### src/rtl/imm_decode_pkg.sv
`default_nettype none
// ============================================================================
// Module      : imm_decode_pkg
// Description : Shared types for the decode-stage immediate pipeline:
//               immediate format codes, skid-buffer states and the widest
//               buffer-entry layout. Holds nothing that depends on XLEN;
//               modules build their exact-width entry types locally.
// Revision    : 1.0 - initial release
// ============================================================================
package imm_decode_pkg;

    // Immediate format codes carried on in_imm_src / out_imm_src.
    typedef enum logic [2:0] {
        IMM_I    = 3'b000,
        IMM_LOAD = 3'b001,
        IMM_S    = 3'b010,
        IMM_B    = 3'b011,
        IMM_U    = 3'b100,
        IMM_J    = 3'b101,
        IMM_CSR  = 3'b110,
        IMM_ILL  = 3'b111
    } imm_src_e;

    // Occupancy of the two-entry output/skid buffer.
    typedef enum logic [1:0] {
        BUF_EMPTY = 2'd0,
        BUF_ONE   = 2'd1,
        BUF_TWO   = 2'd2
    } buf_state_e;

    // Widest supported entry shape (XLEN up to 64, tag up to 8 bits).
    // The stage itself uses a local typedef sized to its own parameters.
    localparam int unsigned IMM_MAX_XLEN  = 64;
    localparam int unsigned IMM_MAX_TAG_W = 8;

    typedef struct packed {
        logic [IMM_MAX_XLEN-1:0]  imm;
        imm_src_e                 src;
        logic [IMM_MAX_TAG_W-1:0] tag;
        logic                     illegal;
    } imm_entry_t;

endpackage : imm_decode_pkg
`default_nettype wire

### src/rtl/imm_extend.sv
`default_nettype none
// ============================================================================
// Module      : imm_extend
// Description : Combinational RV immediate extractor. Maps an instruction
//               word and a format code to a sign/zero-extended XLEN-bit
//               immediate plus an "unsupported format" flag.
// Ports       : instr   (in,  32)   instruction word
//               imm_src (in,  3)    format code (imm_src_e encoding)
//               imm     (out, XLEN) extended immediate, 0 when illegal
//               illegal (out, 1)    format code not supported in this build
// Config      : IMM_DECODE_CSR_EN - when defined, code 110 yields the
//               zero-extended CSR uimm (instr[19:15]); otherwise 110 is
//               handled like 111 (illegal).
// Revision    : 1.0 - initial release
// ============================================================================
module imm_extend
    import imm_decode_pkg::*;
#(
    parameter int XLEN = 32
) (
    input  logic [31:0]     instr,
    input  logic [2:0]      imm_src,
    output logic [XLEN-1:0] imm,
    output logic            illegal
);

    logic [31:0] w_imm32;

    // Opcode bits never contribute to any immediate.
    logic w_unused_opcode;
    assign w_unused_opcode = ^instr[6:0];

    always_comb begin
        w_imm32 = '0;
        illegal = 1'b0;
        imm     = '0;
        case (imm_src_e'(imm_src))
            IMM_I, IMM_LOAD: w_imm32 = {{20{instr[31]}}, instr[31:20]};
            IMM_S:           w_imm32 = {{20{instr[31]}}, instr[31:25], instr[11:7]};
            IMM_B:           w_imm32 = {{19{instr[31]}}, instr[31], instr[7],
                                        instr[30:25], instr[11:8], 1'b0};
            IMM_U:           w_imm32 = {instr[31:12], 12'b0};
            IMM_J:           w_imm32 = {{11{instr[31]}}, instr[31], instr[19:12],
                                        instr[20], instr[30:21], 1'b0};
`ifdef IMM_DECODE_CSR_EN
            IMM_CSR:         w_imm32 = {27'b0, instr[19:15]};
`endif
            default:         illegal = 1'b1;
        endcase
        // Every format is already extended to 32 bits; bit 31 then fills the
        // upper half for RV64 (zero for the CSR uimm, which has bit 31 clear).
        imm       = {XLEN{w_imm32[31]}};
        imm[31:0] = w_imm32;
    end

endmodule : imm_extend
`default_nettype wire

### src/rtl/imm_decode_stage.sv
`default_nettype none
// ============================================================================
// Module      : imm_decode_stage
// Description : Pipelined immediate decoder for the RV decode stage. The
//               immediate is computed combinationally on the input side and
//               stored in a two-entry (output + skid) buffer so in_ready comes
//               straight from a flop. Synchronous flush empties the buffer.
// Ports       : clk, rst (async, active-high)
//               flush                      synchronous discard of all entries
//               in_valid / in_ready        upstream handshake (in_ready is a flop)
//               in_instr, in_imm_src, in_tag
//               out_valid / out_ready      downstream handshake
//               out_imm, out_imm_src, out_tag, out_illegal
// Config      : IMM_DECODE_CSR_EN - enables code 110 (CSR zero-extended uimm);
//               without it code 110 reports illegal like 111.
// Revision    : 1.0 - initial release
// ============================================================================
module imm_decode_stage
    import imm_decode_pkg::*;
#(
    parameter int XLEN  = 32,
    parameter int TAG_W = 5
) (
    input  logic             clk,
    input  logic             rst,
    input  logic             flush,
    input  logic             in_valid,
    output logic             in_ready,
    input  logic [31:0]      in_instr,
    input  logic [2:0]       in_imm_src,
    input  logic [TAG_W-1:0] in_tag,
    output logic             out_valid,
    input  logic             out_ready,
    output logic [XLEN-1:0]  out_imm,
    output logic [2:0]       out_imm_src,
    output logic [TAG_W-1:0] out_tag,
    output logic             out_illegal
);

    typedef struct packed {
        logic [XLEN-1:0]  imm;
        logic [2:0]       src;
        logic [TAG_W-1:0] tag;
        logic             illegal;
    } entry_t;

    buf_state_e state_q, state_d;
    entry_t     out_q,   out_d;
    entry_t     skid_q,  skid_d;
    logic       in_ready_q, in_ready_d;

    logic [XLEN-1:0] w_new_imm;
    logic            w_new_illegal;
    entry_t          w_new_entry;
    logic            w_in_fire;
    logic            w_out_fire;

    imm_extend #(
        .XLEN (XLEN)
    ) u_imm_extend (
        .instr   (in_instr),
        .imm_src (in_imm_src),
        .imm     (w_new_imm),
        .illegal (w_new_illegal)
    );

    assign w_new_entry = '{imm: w_new_imm, src: in_imm_src, tag: in_tag,
                           illegal: w_new_illegal};

    assign out_valid   = (state_q != BUF_EMPTY);
    assign in_ready    = in_ready_q;
    assign w_in_fire   = in_valid & in_ready_q;
    assign w_out_fire  = out_valid & out_ready;

    assign out_imm     = out_q.imm;
    assign out_imm_src = out_q.src;
    assign out_tag     = out_q.tag;
    assign out_illegal = out_q.illegal;

    always_comb begin
        state_d = state_q;
        out_d   = out_q;
        skid_d  = skid_q;
        case (state_q)
            BUF_EMPTY: begin
                if (w_in_fire) begin
                    out_d   = w_new_entry;
                    state_d = BUF_ONE;
                end
            end
            BUF_ONE: begin
                if (w_in_fire && w_out_fire) begin
                    out_d   = w_new_entry;
                end else if (w_in_fire) begin
                    // Downstream stalled: park the newcomer behind the head.
                    skid_d  = w_new_entry;
                    state_d = BUF_TWO;
                end else if (w_out_fire) begin
                    state_d = BUF_EMPTY;
                end
            end
            BUF_TWO: begin
                if (w_out_fire) begin
                    out_d   = skid_q;
                    state_d = BUF_ONE;
                end
            end
            default: state_d = BUF_EMPTY;
        endcase
        // Flush overrides everything, including a same-cycle acceptance.
        if (flush) begin
            state_d = BUF_EMPTY;
        end
        // Registered ready reflects the occupancy we are about to enter.
        in_ready_d = (state_d != BUF_TWO);
    end

    always_ff @(posedge clk or posedge rst) begin
        if (rst) begin
            state_q    <= BUF_EMPTY;
            in_ready_q <= 1'b1;
            out_q      <= '0;
            skid_q     <= '0;
        end else begin
            state_q    <= state_d;
            in_ready_q <= in_ready_d;
            out_q      <= out_d;
            skid_q     <= skid_d;
        end
    end

endmodule : imm_decode_stage
`default_nettype wire

### config.mk
export PLATFORM = sky130hd
export DESIGN_NAME = imm_decode_stage
export DESIGN_NICKNAME = d
export VERILOG_FILES = /design/src/rtl/imm_decode_pkg.sv /design/src/rtl/imm_extend.sv /design/src/rtl/imm_decode_stage.sv
export SDC_FILE = /design/constraint.sdc
export NUM_CORES = 1
export LEC_CHECK = 0
export BUFFER_PORTS_ARGS = -buffer_cell sky130_fd_sc_hd__buf_4
export CORE_ASPECT_RATIO = 1.5
export CORE_UTILIZATION = 58
export DETAILED_ROUTE_END_ITERATION = 12
export MAX_ROUTING_LAYER = met4
export PLACE_DENSITY_LB_ADDON = 0.15
export REMOVE_ABC_BUFFERS = 1
export SKIP_LAST_GASP = 1
export SLEW_MARGIN = 20
export SYNTH_ARGS = -nofsm -noshare
export SYNTH_HDL_FRONTEND = slang
export SYNTH_SLANG_ARGS = --single-unit
### constraint.sdc
create_clock -name clk -period 4.7 [get_ports clk]
set_input_delay 0.94 -clock clk [delete_from_list [all_inputs] [get_ports clk]]
set_output_delay 0.94 -clock clk [all_outputs]
set_load 0.01 [all_outputs]
==> impl_metrics.tcl <==
set metrics [dict create \
    cts_tree "built" \
    wl_um 9150 \
    synth-seq-cells 85 \
    avgSynthCellArea_um2 9.01 \
    wl_per_cell_um 15.7 \
    cp-start-kind "input pin" \
    grt_util_all_layers 0.274 \
    ctsResizeCount 0 \
    cp-end-kind "register" \
    via_per_inst 5.79 \
    fmax_ghz 0.423 \
    yosys_warnings 0 \
    synth_edf_count 0 \
    critPathSlowestCell "buf_4" \
    start_util 0.601 \
    globalplace.congestion 0.818 \
    rsz0062_at_grt "no" \
    die_w_um 69.2 \
    tightest_slew_ns 0.979 \
    core_area_um2 6530 \
    min_path_type "register to register" \
    period_share 0.503 \
    antenna_found_initial 0 \
    drc 0 \
    ant_nets 0 \
    clock-sinks 85 \
    r2r_setup_slack_ns 2.46 \
    synth.area.top_cells "dfrtp_1 (54%), nand2_1 (9.3%), a21oi_1 (5.2%)" \
    postCtsSetupBuffers 0 \
    rows 36 \
    worstPathRequired_ns 4.99 \
    cts_buffers 9 \
    htreeDepth 3 \
    yosysSeqAreaShare 0.542 \
    async_flop_share 1.00 \
    synthToLayoutAreaGrowth_pct 19.4 \
    syn_inst 436 \
    cp.arrival_ns 2.65 \
    relSlewSlack 0.345 \
    path_class "input pin to register" \
    first_iter_violations 277 \
    maxSlewViolCount 0 \
    grt_pass1_wl_um 14700 \
    clkTransAtPathRegs_ns 0.07 \
    setup_viol 0 \
    grt_max_degree 60 \
    multi_input_area_um2 1630 \
    ff_latch_area_um2 2130 \
    overflow 0 \
    fin_nets 547 \
    crit_chain "buf_4 -> nand3b_1 -> o21ai_4 -> buf_4 -> nor2_1 -> a31oi_1" \
    p_leak_uw 0.00221 \
    skew_ns 0.00673 \
    synth_top_area_cell "dfrtp_1" \
    p_per_area_nw_per_um2 403 \
    die_area_um2 7110 \
    timing.final.ws_setup_ns 2.34 \
    ios 88 \
    num_vias 3362 \
    io_buffer_count 80 \
    finalHoldViolations 0 \
    layout-drive-gt1-share 0.222 \
    status "finished, final reports clean" \
    clock_path_buffers 2 \
    die_h_um 103 \
    synth_top_area_share 0.535 \
    slowest_delay_ns 0.46 \
    fin_crit_ns 2.36 \
    n_antenna_cell 0 \
    dr.pass1.iters 4 \
    yosysMostFrequentCell "nand2_1" \
    clk_latency_ns 0.37 \
    dp_hpwl_um 5990 \
    synth_cell_types 39 \
    clock-root-buffer "clkbuf_8" \
    holdBufCountCts 0 \
    dp_slack_ns 1.92 \
    finalSetupTns_ns 0 \
    cp_common_cell "buf_4" \
    fill_cells 541 \
    path_max_fanout 37 \
    syn-cell-area_um2 3930 \
    synth_commonest_cells "nand2_1 (97), dfrtp_1 (84), nor2_1 (52), a21oi_1 (41), o21ai_0 (38)" \
    cap_violations 0 \
    grt_pass1_vias 3088 \
    synth-main-ff-cell "dfrtp_1" \
    ir_drop_mv 0.226 \
]
==> area by class of cell <==
type                       instances  area share
sequential                        85       0.454
multi-input combinational        318       0.349
timing repair buffer              85       0.136
clock buffer                      12      0.0310
tap                               76      0.0203
clock inverter                     2     0.00747
inverter                           3     0.00267
==> power breakdown <==
part	internal [uW]	switching, uW	total, uW
Sequential	884	83.8	968
Clock	254	251	505
Combinational	197	222	419
Total	1340	556	1890
==> state kept, by name (all words and copies together), names as in the netlist <==
signal and count:
in_ready 1, out_illegal 1, out_imm 32, out_imm_src 3, out_tag 5, skid_q 41
state_q 2
==> critical path: cells and delay by family <==
kind            cells  cell delay [ns]
simple gates        2             0.52
buf+inv             2             0.58
compound gates      2             0.60
==> cell usage in the layout (no fill, tap or decap) <==
master / count
inv_1: 2
dfstp_2: 1
dfrtp_1: 84
mux2_2: 2
and3b_1: 1
a21oi_1: 41
a31oi_1: 23
nand3b_1: 3
nand2_2: 2
a21o_1: 12
nand2_1: 97
a221o_1: 4
o21ai_0: 38
nand2b_1: 4
and2_2: 1
nor2_1: 52
nor4b_1: 1
clkbuf_1: 2
a32oi_1: 4
nor2_2: 1
o2bb2ai_1: 8
a221oi_2: 1
nand3_1: 1
nor2b_2: 1
nor2b_1: 5
clkinv_2: 2
or2_2: 1
o21ai_4: 1
bufinv_16: 1
a21boi_2: 1
clkbuf_8: 10
o21ai_1: 2
buf_4: 85
a21oi_2: 1
and2_1: 6
nand2b_2: 1
a211o_1: 1
o22a_1: 1
mux2i_1: 1
==> routing by layer <==
layer,routed length [um],track usage
met5,0,-
met3,384,0.0293
met4,170,0.144
met1,3910,0.340
met2,4680,0.446
==> path summary, 6_finish.rpt <==
path                                         from                 endpoint  cells past startpoint
hold / removal             skid_q[37]$_DFFE_PP0P_   skid_q[37]$_DFFE_PP0P_                      2
setup reg to reg             state_q[0]$_DFF_PP0_  out_imm[31]$_DFFE_PP0P_                      5
setup / recovery                        out_ready  out_imm[31]$_DFFE_PP0P_                      6
hold reg to reg            skid_q[37]$_DFFE_PP0P_   skid_q[37]$_DFFE_PP0P_                      2
max in group asynchronous                     rst   skid_q[32]$_DFFE_PP0P_                      3
min in group asynchronous                     rst   out_imm[6]$_DFFE_PP0P_                      2
==> logic make-up after synthesis <==
| group | count (synthesis) | share of synthesized area |
|---|---|---|
| simple gates | 177 | 0.191 |
| compound gates | 138 | 0.215 |
| flops | 85 | 0.542 |
| buf+inv | 33 | 0.0437 |
| mux | 3 | 0.00829 |
==> metrics by stage <==
step	util	hold slack (ns)	cell area [um^2]	total power, uW	instances
global placement	0.690	0.453	4510	1380	567
floorplan	-	0.442	3770	1200	406
global route	0.718	0.503	4690	1990	581
CTS	0.718	0.482	4690	1900	581
finish	0.718	0.481	4690	1890	581
detailed placement	0.690	0.465	4510	1400	567
Power figures use the tool's default switching activity.
